### src/rtl/jtcommando_dwnld.sv
// ROM download adapter: splits the ioctl byte stream into SDRAM write requests
// (with a one-entry skid buffer) and one-hot strobes for the on-chip PROMs.
module jtcommando_dwnld #(
  parameter logic [21:0] PROM_START = 22'h04_4000,
  parameter int unsigned PROM_COUNT = 8
) (
  input  logic                  clk,
  input  logic                  rst_n,
  input  logic                  downloading,
  input  logic [21:0]           ioctl_addr,
  input  logic [7:0]            ioctl_data,
  input  logic                  ioctl_wr,
  output logic [21:0]           prog_addr,
  output logic [7:0]            prog_data,
  output logic [1:0]            prog_mask,
  output logic                  prog_we,
  input  logic                  prog_ack,
  output logic [PROM_COUNT-1:0] prom_we,
  output logic [7:0]            prom_addr,
  output logic [7:0]            prom_din,
  output logic                  dwnld_done,
  output logic                  overrun
);

  typedef enum logic {IDLE = 1'b0, REQ = 1'b1} state_e;

  typedef struct packed {
    logic [21:0] addr;
    logic [7:0]  data;
    logic [1:0]  mask;
  } word_t;

  localparam word_t WORD_RST = '{addr: '0, data: '0, mask: 2'b11};

  state_e                state_q, state_d;
  word_t                 out_q, out_d, buf_q, buf_d, new_w;
  logic                  buf_full_q, buf_full_d;
  logic                  overrun_q, overrun_d;
  logic                  dl_q;
  logic                  pend_q, pend_d;
  logic                  done_q, done_d;
  logic [PROM_COUNT-1:0] prom_we_q, prom_we_d;
  logic [7:0]            prom_addr_q, prom_addr_d;
  logic [7:0]            prom_din_q, prom_din_d;

  logic        wr_ok, in_prom, sdram_wr, prom_hit, dl_rise, dl_fall;
  logic [21:0] prom_idx;

  assign wr_ok    = ioctl_wr & downloading;
  assign in_prom  = ioctl_addr >= PROM_START;
  assign sdram_wr = wr_ok & ~in_prom;
  assign prom_idx = (ioctl_addr - PROM_START) >> 8;
  assign prom_hit = wr_ok & in_prom & (32'(prom_idx) < PROM_COUNT);
  assign dl_rise  = downloading & ~dl_q;
  assign dl_fall  = ~downloading & dl_q;

  assign new_w = '{addr: {1'b0, ioctl_addr[21:1]},
                   data: ioctl_data,
                   mask: ioctl_addr[0] ? 2'b01 : 2'b10};

  // NOTE: sequential state uses non-blocking assignments so every register
  // samples the values from before the edge, independent of statement order.
  always_ff @(posedge clk) begin
    if (!rst_n) state_q <= IDLE;
    else        state_q <= state_d;
  end

  // NOTE: every variable gets a default at the top of the block; a missing
  // branch then means "hold", never an inferred latch.
  always_comb begin
    state_d    = state_q;
    out_d      = out_q;
    buf_d      = buf_q;
    buf_full_d = buf_full_q;
    overrun_d  = dl_rise ? 1'b0 : overrun_q;

    unique case (state_q)
      IDLE: begin
        if (sdram_wr) begin
          out_d   = new_w;
          state_d = REQ;
        end
      end
      REQ: begin
        if (prog_ack) begin
          if (buf_full_q) begin
            // Drain the buffer; a same-cycle byte refills the freed slot.
            out_d = buf_q;
            if (sdram_wr) buf_d = new_w;
            else          buf_full_d = 1'b0;
          end else if (sdram_wr) begin
            out_d = new_w;
          end else begin
            state_d = IDLE;
          end
        end else if (sdram_wr) begin
          if (!buf_full_q) begin
            buf_d      = new_w;
            buf_full_d = 1'b1;
          end else begin
            overrun_d = 1'b1;
          end
        end
      end
      default: state_d = IDLE;
    endcase

    // Done waits for the SDRAM side to be fully drained after the falling edge.
    pend_d = (pend_q | dl_fall) & ~dl_rise;
    done_d = pend_d & (state_d == IDLE) & ~buf_full_d;
    if (done_d) pend_d = 1'b0;
  end

  always_comb begin
    prom_we_d   = prom_hit ? (PROM_COUNT'(1) << prom_idx) : '0;
    prom_addr_d = prom_hit ? ioctl_addr[7:0] : prom_addr_q;
    prom_din_d  = prom_hit ? ioctl_data      : prom_din_q;
  end

  // NOTE: the skid buffer is reset along with everything else; it is a single
  // entry, and a clean value keeps post-reset behaviour fully deterministic.
  always_ff @(posedge clk) begin
    if (!rst_n) begin
      out_q       <= WORD_RST;
      buf_q       <= WORD_RST;
      buf_full_q  <= 1'b0;
      overrun_q   <= 1'b0;
      dl_q        <= 1'b0;
      pend_q      <= 1'b0;
      done_q      <= 1'b0;
      prom_we_q   <= '0;
      prom_addr_q <= '0;
      prom_din_q  <= '0;
    end else begin
      out_q       <= out_d;
      buf_q       <= buf_d;
      buf_full_q  <= buf_full_d;
      overrun_q   <= overrun_d;
      dl_q        <= downloading;
      pend_q      <= pend_d;
      done_q      <= done_d;
      prom_we_q   <= prom_we_d;
      prom_addr_q <= prom_addr_d;
      prom_din_q  <= prom_din_d;
    end
  end

  always_comb begin
    prog_we    = (state_q == REQ);
    prog_addr  = out_q.addr;
    prog_data  = out_q.data;
    prog_mask  = out_q.mask;
    prom_we    = prom_we_q;
    prom_addr  = prom_addr_q;
    prom_din   = prom_din_q;
    dwnld_done = done_q;
    overrun    = overrun_q;
  end

endmodule

### config.mk
export PLATFORM = sky130hd
export DESIGN_NAME = jtcommando_dwnld
export DESIGN_NICKNAME = d
export VERILOG_FILES = /design/src/rtl/jtcommando_dwnld.sv
export SDC_FILE = /design/constraint.sdc
export NUM_CORES = 1
export LEC_CHECK = 0
export BUFFER_PORTS_ARGS = -buffer_cell sky130_fd_sc_hd__buf_2
export CAP_MARGIN = 20
export CORE_ASPECT_RATIO = 1.75
export CORE_MARGIN = 3
export CORE_UTILIZATION = 54
export DETAILED_ROUTE_END_ITERATION = 12
export MAX_ROUTING_LAYER = met4
export PLACE_DENSITY = 0.81
export SYNTH_ARGS = -nofsm -noshare
export SYNTH_HDL_FRONTEND = slang
export SYNTH_SLANG_ARGS = --single-unit
### constraint.sdc
create_clock -name clk -period 1.8 [get_ports clk]
set_input_delay 0 -clock clk [delete_from_list [all_inputs] [get_ports clk]]
set_output_delay 0 -clock clk [all_outputs]
set_load 0.02 [all_outputs]
Word level (Yosys, flattened, before mapping) --
Index checks and enable logic that the tools add are counted.
Storage, ports and cells: flip-flop bits (word level) 94, bits of input ports 35, output and inout port bits 59, word-level logic and storage cells 68
Cells by class: $add $sub $neg 1, $lt $le $gt $ge 2, eq/ne operators 4, shift-type cells 1, multiplexer cells 23, bitwise logic cells 18, reductions and logical operators 4
Operators by type and width (number):
- 32-bit two-way mux | 8
- 32-bit case mux with 2 select lines | 1
- 22-bit by 19-bit >= comparator with 1-bit output (second input constant) | 1
- 22-bit by 19-bit subtractor with 22-bit output (second input constant) | 1
- 14-bit by 4-bit < comparator with 1-bit output (second input constant) | 1
- 1-bit by 14-bit left shift with 8-bit output (first input constant) | 1
- 1-bit two-way mux | 12
- 1-bit AND | 9
- 1-bit inverter | 8
- 5-bit AND reduction | 1
- 2-bit by 1-bit inequality test with 1-bit output (second input constant) | 2
- 2-bit inequality test (second input constant) | 2
- 2-bit two-way mux | 1
- 1-bit case mux with 2 select lines | 1
- 2-bit AND reduction | 1
- 2-bit nonzero test | 1
- 2-bit OR reduction | 1
- 1-bit OR | 1

Longest topological paths before layout --
Gate-level depths: netlist of run 1.
word-level depth 11, gate-level depth with buffers 7, gate-level depth less buffers 4

Worst setup path before layout of run 1 --
No wires, ideal clock.
path kind flip-flop to flip-flop, start point reg state_q (netlist: prog_we), end point reg out_q (netlist bit prog_mask[1]), setup time 0.122 ns, arrival 1.599 ns, data required time 1.678 ns, setup slack 0.079 ns, stages on the path, launching flop included 6, path through dfxtp_1 > buf_2 > a21boi_2 > clkbuf_1 > nor3_1 > a311o_1
On the way: longest elaborated chain between the ends 2, elaborated cells on any way between the ends 3, classes of those cells eq/ne: 1; mux: 1; bitwise: 1
RTL lines:
- from (decl) | line 35 | state_e state_q, state_d;
- from (signal assigned) | line 65 | else state_q <= state_d;
- 1-bit inverter
- 32-bit case mux with 2 select lines | line 77 | unique case (state_q)
- to (signal assigned) | line 135 | out_q <= out_d;
- to (decl) | line 36 | word_t out_q, out_d, buf_q, buf_d, new_w;
Parallel ways exist; a longest one is shown, timed or not. A chain may end at the register's enable or synchronous reset.

Final worst setup path of run 1 --
start point in downloading, end point reg prom_we_q[4] (netlist: prom_we[4])
On the way: longest elaborated chain between the ends 4
RTL lines:
- from (decl) | line 9 | input logic downloading,
- 1-bit AND | line 49 | assign wr_ok = ioctl_wr & downloading;
- 1-bit AND (2 in series) | line 53 | assign prom_hit = wr_ok & in_prom & (32'(prom_idx) < PROM_COUNT);
- 2-bit AND reduction (no source line)
- to (signal assigned) | line 142 | prom_we_q <= prom_we_d;
- to (decl) | line 42 | logic [PROM_COUNT-1:0] prom_we_q, prom_we_d;
Every way passes these cells.

==> results of run 1 <==
cell usage after synthesis (2+ instances only):
| cell type | n | area [um2] |
|---|---|---|
| buf_6 | 2 | 22.5 |
| a31oi_1 | 3 | 18.8 |
| a2bb2oi_1 | 26 | 228 |
| nand3_1 | 20 | 100 |
| and2_1 | 3 | 18.8 |
| and3_1 | 5 | 31.3 |
| nor2_1 | 7 | 26.3 |
| o22ai_1 | 29 | 181 |
| inv_1 | 5 | 18.8 |
| mux2i_1 | 53 | 531 |
| nor4_1 | 5 | 31.3 |
| nand3b_1 | 2 | 15.0 |
| nor2b_1 | 18 | 113 |
| o211a_1 | 26 | 260 |
| a21oi_1 | 2 | 10.0 |
| nand4b_1 | 2 | 17.5 |
| buf_2 | 9 | 45.0 |
| dfxtp_1 | 93 | 1860 |
| buf_1 | 3 | 11.3 |
| nor3_1 | 2 | 10.0 |
| o21ai_0 | 21 | 105 |
| clkbuf_1 | 26 | 97.6 |
| or3_1 | 2 | 12.5 |
| nand2_1 | 69 | 259 |
worst min-delay path: cells and delay by family:
kind | cells | cell delay, ps
mux | 1 | 80
simple gates | 1 | 100
buf+inv | 1 | 130
layer usage:
metal,track usage [%],up-vias
met2,42.9,116
met5,-,-
met3,4.67,23
li1,-,1874
met1,31.6,1837
met4,11.8,0
cell families after synthesis:
kind of cell	count (synthesis)	share of synthesized area, %
compound gates	115	20.8
buf+inv	46	4.81
xor+xnor	1	0.208
simple gates	144	17.1
fa+ha+maj	1	0.238
flops	93	44.2
mux	53	12.6
registers in the layout, summed over array words and instances, names as in the netlist:
name,cells
prog_addr,22
prom_we,8
prog_data,8
prom_din,8
buf_q,31
overrun,1
dl_q,1
dwnld_done,1
prog_mask,2
buf_full_q,1
pend_q,1
prog_we,1
prom_addr,8
cell type report:
class	count	area, um2
Antenna cell	1	2.50
Clock buffer	10	229
Clock inverter	6	38.8
Fill cell	586	2250
Inverter	5	18.8
Multi-Input combinational cell	314	2170
Sequential cell	93	1860
Tap cell	88	110
Timing Repair Buffer	138	881
stage by stage:
step / std cells / utilization [%]
final: 655 / 70.2
after global routing: 654 / 70.2
after floorplan: 453 / -
after global placement: 612 / 63.0
after detailed placement: 612 / 63.0
after CTS: 654 / 70.0
power breakdown:
group          leakage (uW)  switching (uW)  internal, uW  total, uW
Clock              0.000129             803           934       1740
Sequential         0.000750            7.55          2070       2080
Combinational       0.00192             166           145        310
what timing repair did:
action	CTS	global route
endpoints found under the setup margin	0	1
hold endpoints to repair	43	0
resized for setup	0	2
hold buffers	26	0
how the worst min path moves through the flow:
stage	to	slack [ps]
global route	buf_q[24]$_SDFFE_PN0P_	30
finish	buf_q[24]$_SDFFE_PN0P_	9
floorplan	prom_we[4]$_SDFF_PP0_	80
global placement	prom_we[4]$_SDFF_PP0_	250
CTS	buf_q[24]$_SDFFE_PN0P_	5
detailed placement	prom_we[4]$_SDFF_PP0_	260
==> impl_metrics.yaml, run 1 <==
outcome:
  status: "completed"
clocking:
  clockBufferDepth: 2
  cts_buffers: 9
  cts_setup_buffers: 0
  h-tree-depth: 3
  cts.clk_slew.worst_paths_ps: 70
  insertion_delay_ps: 340
  cts_root_buffer: "clkbuf_16"
  cts_tree: "built"
  cts_num_sinks: 93
setup_path:
  endpoint: "prom_we[4]$_SDFF_PP0_"
  crit_path_cell_trace: "dlygate4sd3_1 -> buf_2 -> and4bb_2 -> nand3_2 -> nor4_2 -> dlygate4sd3_1"
  worst-path-stages: 6
  r2r_slack_ps: 180
  r2r-start: "buf_full_q$_SDFF_PN0_"
  startpoint: "downloading"
  crit_top_cell: "dlygate4sd3_1"
  worstSetupPathType: "input port to register"
  cp_slowest_stage_delay_ps: 560
  rr_worst_depth: 5
  cp_num_buf_inv: 3
  cpLargestDelayFamily: "buffers and inverters"
  cp_max_fo: 6
  r2r_end: "buf_q[17]$_SDFFE_PN0P_"
  cp-end-kind: "register"
  start_kind: "input port"
  worstPathArrival_ps: 1970
  cp_data_required_time_ps: 2090
  crit_path_top_delay_cell: "dlygate4sd3_1"
synthesis:
  syn-num-nets: 488
  async_flop_share_pct: 0
  yosys_warnings: 0
  ys_ff_latch: 93
  synthFlopType: "dfxtp_1"
  avgSynthCellArea_um2: 9.30
  synth_edf_count: 0
  synth_seq_area_share_pct: 44.2
  syn-cell-area_um2: 4210
  synth.distinct_cells: 44
  synthCells: 453
timing:
  relSlewSlack_pct: 61.2
  period_minus_slack_ps: 1680
  setup_slack_ps: 119
  worst-slew-pin-transition_ps: 574
  holdWs_ps: 8.64
  fmax_mhz: 595
  fin_worst_skew_ps: 7.19
  setup_tns_ps: 0
  fin_crit_sh_pct: 93.4
  rsz0062_at_grt: "false"
  hold_viol: 0
  finalSetupViolations: 0
  slew_viol_final: 0
worst_hold_path:
  hp-class: "input port to register"
  min-delay-start: "ioctl_addr[15]"
  hold_path_depth: 3
die:
  fp.coreArea_um2: 7570
  die_h_um: 123
  die_w_um: 72.8
  pin_count: 94
  start_util_pct: 55.7
  dieArea_um2: 8940
  rows: 42
routing:
  route.met2.wl_mm: 5.80
  routed_wl_mm: 11.2
  ant_nets: 0
  dr.max_layer_used: "met4"
  first_pass_iters: 4
  drt_iter0_markers: 314
  wl_per_cell_um: 17.1
  drc_errors: 0
  wl_met3_um: 577
  vias: 3850
  via_per_inst: 5.88
  wl_met1_mm: 4.56
placement:
  place.gp.congestion: 0.880
  placed_area_um2: 4770
  place_ws_ps: 198
  dp_hpwl_mm: 7.43
  port_buffers: 93
layout:
  final_nets: 596
  drive_gt1_share_pct: 24.2
  final_cell_mix: "dfxtp_1, buf_2, nand2_1, mux2i_1, o22ai_1"
  fin_area_um2: 5310
  area_growth_pct: 26.1
power:
  power_uw: 4120
  p_leak_uw: 0.00280
  power_density_nw_per_um2: 776
  ir_drop_mv: 0.618
global_route:
  grt_overflow: 0
  grt_max_degree: 51
  grt_pass1_wl_mm: 18.2
  track_usage_pct: 26.4
  antenna_found_initial: 0
  grt_pass1_vias: 3731
flow_run:
  drv_cap: 0
(Power assumes the default switching activity.)
==> run 2, diff against run 1 <==
--- a/config.mk
+++ b/config.mk
@@ -7,9 +7,11 @@
 export LEC_CHECK = 0
 export BUFFER_PORTS_ARGS = -buffer_cell sky130_fd_sc_hd__buf_2
 export CAP_MARGIN = 20
-export CORE_ASPECT_RATIO = 1.75
+export CELL_PAD_IN_SITES_DETAIL_PLACEMENT = 0
+export CELL_PAD_IN_SITES_GLOBAL_PLACEMENT = 1
+export CORE_ASPECT_RATIO = 1.1
 export CORE_MARGIN = 3
-export CORE_UTILIZATION = 54
+export CORE_UTILIZATION = 41
 export DETAILED_ROUTE_END_ITERATION = 12
 export MAX_ROUTING_LAYER = met4
 export PLACE_DENSITY = 0.81
==> impl_metrics.yaml, run 2 (synthesized netlist as in run 1, its figures left out) <==
clocking:
  cts_tree: "built"
  cts_num_sinks: 93
  h-tree-depth: 3
  clockBufferDepth: 2
  cts.clk_slew.worst_paths_ps: 100
  cts_buffers: 9
  cts_root_buffer: "clkbuf_8"
  insertion_delay_ps: 360
setup_path:
  cp_max_fo: 6
  cp_num_buf_inv: 3
  worstPathArrival_ps: 1940
  crit_path_top_delay_cell: "dlygate4sd3_1"
  cp-end-kind: "register"
  cpLargestDelayFamily: "buffers and inverters"
  worstSetupPathType: "input port to register"
  start_kind: "input port"
  crit_path_cell_trace: "dlygate4sd3_1 -> buf_2 -> and4bb_2 -> nand3_2 -> nor4_2 -> dlygate4sd3_1"
  cp_data_required_time_ps: 2120
  crit_top_cell: "dlygate4sd3_1"
  cp_slowest_stage_delay_ps: 570
worst_hold_path:
  hp-class: "input port to register"
routing:
  via_per_inst: 5.48
  routed_wl_mm: 11.1
  drt_iter0_markers: 147
  drc_errors: 0
  vias: 3772
  ant_nets: 0
  first_pass_iters: 4
  wl_per_cell_um: 16.2
timing:
  fin_worst_skew_ps: 10.3
  hold_viol: 0
  fin_crit_sh_pct: 90.1
  fmax_mhz: 616
  period_minus_slack_ps: 1620
  holdWs_ps: 16.0
  finalSetupViolations: 0
  rsz0062_at_grt: "false"
  setup_tns_ps: 0
  relSlewSlack_pct: 59.5
  worst-slew-pin-transition_ps: 599
  slew_viol_final: 0
placement:
  dp_hpwl_mm: 7.43
  place_inst: 645
  port_buffers: 93
  place.gp.congestion: 0.780
outcome:
  status: "completed"
power:
  power_density_nw_per_um2: 732
  p_leak_uw: 0.00280
  ir_drop_mv: 0.448
global_route:
  track_usage_pct: 20.1
  antenna_found_initial: 0
  grt_pass1_wl_mm: 18.2
  grt_pass1_vias: 3597
  grt_overflow: 0
  grt_max_degree: 50
die:
  fp.coreArea_um2: 9940
  die_w_um: 103
  die_h_um: 112
  dieArea_um2: 11500
  rows: 38
  start_util_pct: 42.4
  pin_count: 94
layout:
  area_growth_pct: 26.4
  final_cell_mix: "dfxtp_1, buf_2, nand2_1, mux2i_1, o22ai_1"
  top_register: "buf_q"
  final_nets: 598
  multi_input_area_um2: 2170
  diodes: 0
  drive_gt1_share_pct: 24.5
  seqCellArea_um2: 1860
  largest_reg_flops: 31
  fin_cells: 688
  nFillCells: 947
flow_run:
  drv_cap: 0
run 2: cell types whose count changed in the layout (fill, tap and decap cells not counted), sizes merged:
cell and delta:
clkinvlp -2, clkinv -2, buf +1, bufinv +1
dlygate4sd3 +1, diode -1, inv +3
run 2: per-layer routing:
layer	up-vias	track usage, %	wire length, um
li1	1876	-	-
met1	1796	26.9	5150
met2	93	31.2	5260
met3	7	3.85	585
met4	0	5.34	123
met5	-	-	0
run 2: cell type report:
cell class	count	share of cell area, %
multi-input cells	314	40.8
flip-flops and latches	93	35.0
repair buffers	140	17.1
well taps	120	2.82
clock buffers	10	2.58
clock inverters	6	1.43
inverters	5	0.352
run 2: path summary, 6_finish.rpt:
check | cells after the start | from | slack [ps] | end
min reg2reg | 2 | prog_addr[21]$_SDFFE_PN0P_ | 430 | prog_addr[21]$_SDFFE_PN0P_
min | 3 | ioctl_addr[15] | 20 | buf_q[24]$_SDFFE_PN0P_
max reg2reg | 5 | buf_full_q$_SDFF_PN0_ | 280 | buf_q[24]$_SDFFE_PN0P_
max | 6 | downloading | 180 | prom_we[4]$_SDFF_PP0_
run 2: power breakdown:
| part | switching, uW | internal (uW) |
|---|---|---|
| combinational | 167 | 149 |
| clock | 800 | 708 |
| sequential | 7.53 | 2070 |
run 2: tightest hold or removal path, cell delays in order:
cell and delay (ps):
buf_2 140, mux2i_1 90, nor2b_1 110
run 2: stage by stage:
| step | setup slack [ps] | area [um2] | utilization [%] | power, uW |
|---|---|---|---|---|
| global placement | 205 | 4830 | 48.6 | 2390 |
| finish | 178 | 5330 | 53.6 | 3900 |
| CTS | 108 | 5320 | 53.5 | 3930 |
| floorplan | 78.9 | 4210 | - | 2280 |
| global route | 63.3 | 5330 | 53.6 | 4050 |
| detailed placement | 205 | 4830 | 48.6 | 2390 |
run 2: what timing repair did:
| action | in CTS | in global routing |
|---|---|---|
| endpoints found under the hold margin | 49 | 0 |
| gates resized for setup | 0 | 2 |
| setup buffers | 0 | 0 |
| hold buffers | 27 | 0 |
| endpoints found under the setup margin | 0 | 1 |
==> run 3, diff against run 2 <==
--- a/config.mk
+++ b/config.mk
@@ -6,7 +6,7 @@
 export NUM_CORES = 1
 export LEC_CHECK = 0
 export BUFFER_PORTS_ARGS = -buffer_cell sky130_fd_sc_hd__buf_2
-export CAP_MARGIN = 20
+export CAP_MARGIN = 0
 export CELL_PAD_IN_SITES_DETAIL_PLACEMENT = 0
 export CELL_PAD_IN_SITES_GLOBAL_PLACEMENT = 1
 export CORE_ASPECT_RATIO = 1.1
@@ -15,6 +15,7 @@
 export DETAILED_ROUTE_END_ITERATION = 12
 export MAX_ROUTING_LAYER = met4
 export PLACE_DENSITY = 0.81
+export REMOVE_ABC_BUFFERS = 1
 export SYNTH_ARGS = -nofsm -noshare
 export SYNTH_HDL_FRONTEND = slang
 export SYNTH_SLANG_ARGS = --single-unit
==> impl_metrics.yaml, run 3 (synthesized netlist as in run 1, its figures left out) <==
timing:
  setup_tns_ps: 0
  fin_crit_sh_pct: 90.1
  setup_slack_ps: 178
  period_minus_slack_ps: 1620
  worst-slew-pin-transition_ps: 644
  fmax_mhz: 617
  relSlewSlack_pct: 56.5
  finalSetupViolations: 0
  slew_viol_final: 0
  fin_worst_skew_ps: 6.13
  rsz0062_at_grt: "false"
  hold_viol: 0
layout:
  diodes: 0
  top_register: "buf_q"
  multi_input_area_um2: 2170
  nFillCells: 924
  final_cell_mix: "buf_2, dfxtp_1, nand2_1, mux2i_1"
  seqCellArea_um2: 1860
  final_nets: 598
  drive_gt1_share_pct: 23.6
  area_growth_pct: 26.6
  post-route-util_pct: 53.7
  layout_commonest_cell: "buf_2"
  largest_reg_flops: 31
routing:
  wl_per_cell_um: 16.3
  drt_iter0_markers: 144
  ant_nets: 0
  routed_wl_mm: 11.2
  vias: 3746
  first_pass_iters: 4
  drc_errors: 0
  via_per_inst: 5.45
setup_path:
  cp_max_fo: 6
  cp-end-kind: "register"
  cp_num_buf_inv: 3
  r2r_slack_ps: 250
  worstPathArrival_ps: 1930
  cp_slowest_stage_delay_ps: 570
  crit_path_cell_trace: "dlygate4sd3_1 -> buf_2 -> and4bb_2 -> nand3_2 -> nor4_1 -> dlygate4sd3_1"
  cp_data_required_time_ps: 2100
  crit_path_top_delay_cell: "dlygate4sd3_1"
  start_kind: "input port"
  cpLargestDelayFamily: "buffers and inverters"
  worstSetupPathType: "input port to register"
  crit_top_cell: "dlygate4sd3_1"
  r2r-start: "buf_full_q$_SDFF_PN0_"
  startpoint: "downloading"
die:
  start_util_pct: 42.4
  pin_count: 94
  die_h_um: 112
  die_w_um: 103
  fp.coreArea_um2: 9940
  rows: 38
  dieArea_um2: 11500
flow_run:
  drv_cap: 0
clocking:
  cts_num_sinks: 93
  insertion_delay_ps: 360
  cts_root_buffer: "clkbuf_8"
  cts.clk_slew.worst_paths_ps: 80
  cts_tree: "built"
  cts_setup_buffers: 0
  clockBufferDepth: 2
  cts_buffers: 9
  h-tree-depth: 3
global_route:
  grt_overflow: 0
  grt_pass1_wl_mm: 18.2
  track_usage_pct: 20.3
  grt_max_degree: 41
  grt_pass1_vias: 3633
  antenna_found_initial: 0
power:
  power_density_nw_per_um2: 694
  p_leak_uw: 0.00279
  ir_drop_mv: 0.442
  power_uw: 3710
worst_hold_path:
  min-delay-start: "ioctl_addr[14]"
  hp-class: "input port to register"
placement:
  dp_hpwl_mm: 7.29
  place_ws_ps: 253
  place.gp.congestion: 0.757
  port_buffers: 93
outcome:
  status: "completed"
run 3: cell types whose count changed in the layout (fill, tap and decap cells not counted), sizes merged:
cell,change
bufinv,-1
dlygate4sd3,+2
inv,-4
clkbuf,+4
buf,-2
run 3: final timing paths:
check | cells after the start | to
setup / recovery | 6 | prom_we[4]$_SDFF_PP0_
hold / removal | 3 | buf_q[23]$_SDFFE_PN0P_
setup reg to reg | 5 | buf_q[0]$_SDFFE_PN1P_
hold reg to reg | 2 | prog_addr[21]$_SDFFE_PN0P_
run 3: area by class of cell:
| cell class | count | area share [%] |
|---|---|---|
| Clock buffer | 14 | 3.24 |
| Sequential cell | 93 | 34.9 |
| Timing Repair Buffer | 140 | 17.9 |
| Tap cell | 120 | 2.81 |
| Multi-Input combinational cell | 314 | 40.7 |
| Clock inverter | 1 | 0.0938 |
| Inverter | 5 | 0.352 |
run 3: power by group:
group          switching, uW  internal, uW
clock                    702           609
sequential              8.35          2070
combinational            165           155
run 3: metal layers:
metal	up-vias	routed length [um]	track usage [%]
met5	-	0	-
met3	16	615	3.60
li1	1865	-	-
met2	103	5140	30.3
met4	0	189	8.75
met1	1762	5220	27.0
run 3: worst min-delay path, stage by stage:
cell and delay, ps:
buf_2 170, mux2i_1 100, nor2b_1 90
run 3: metrics by stage:
stage	hold WS (ps)	instances	cell area (um2)
3_3_place_gp	241	643	4860
2_1_floorplan	61.9	412	4030
6_report	47.2	687	5340
5_1_grt	71.8	687	5340
4_1_cts	18.2	687	5330
3_5_place_dp	261	643	4860
run 3: repair_timing:
item | CTS | global route
hold endpoints to repair | 49 | 0
resized for setup | 0 | 1
hold buffers | 29 | 0
setup endpoints to repair | 0 | 1
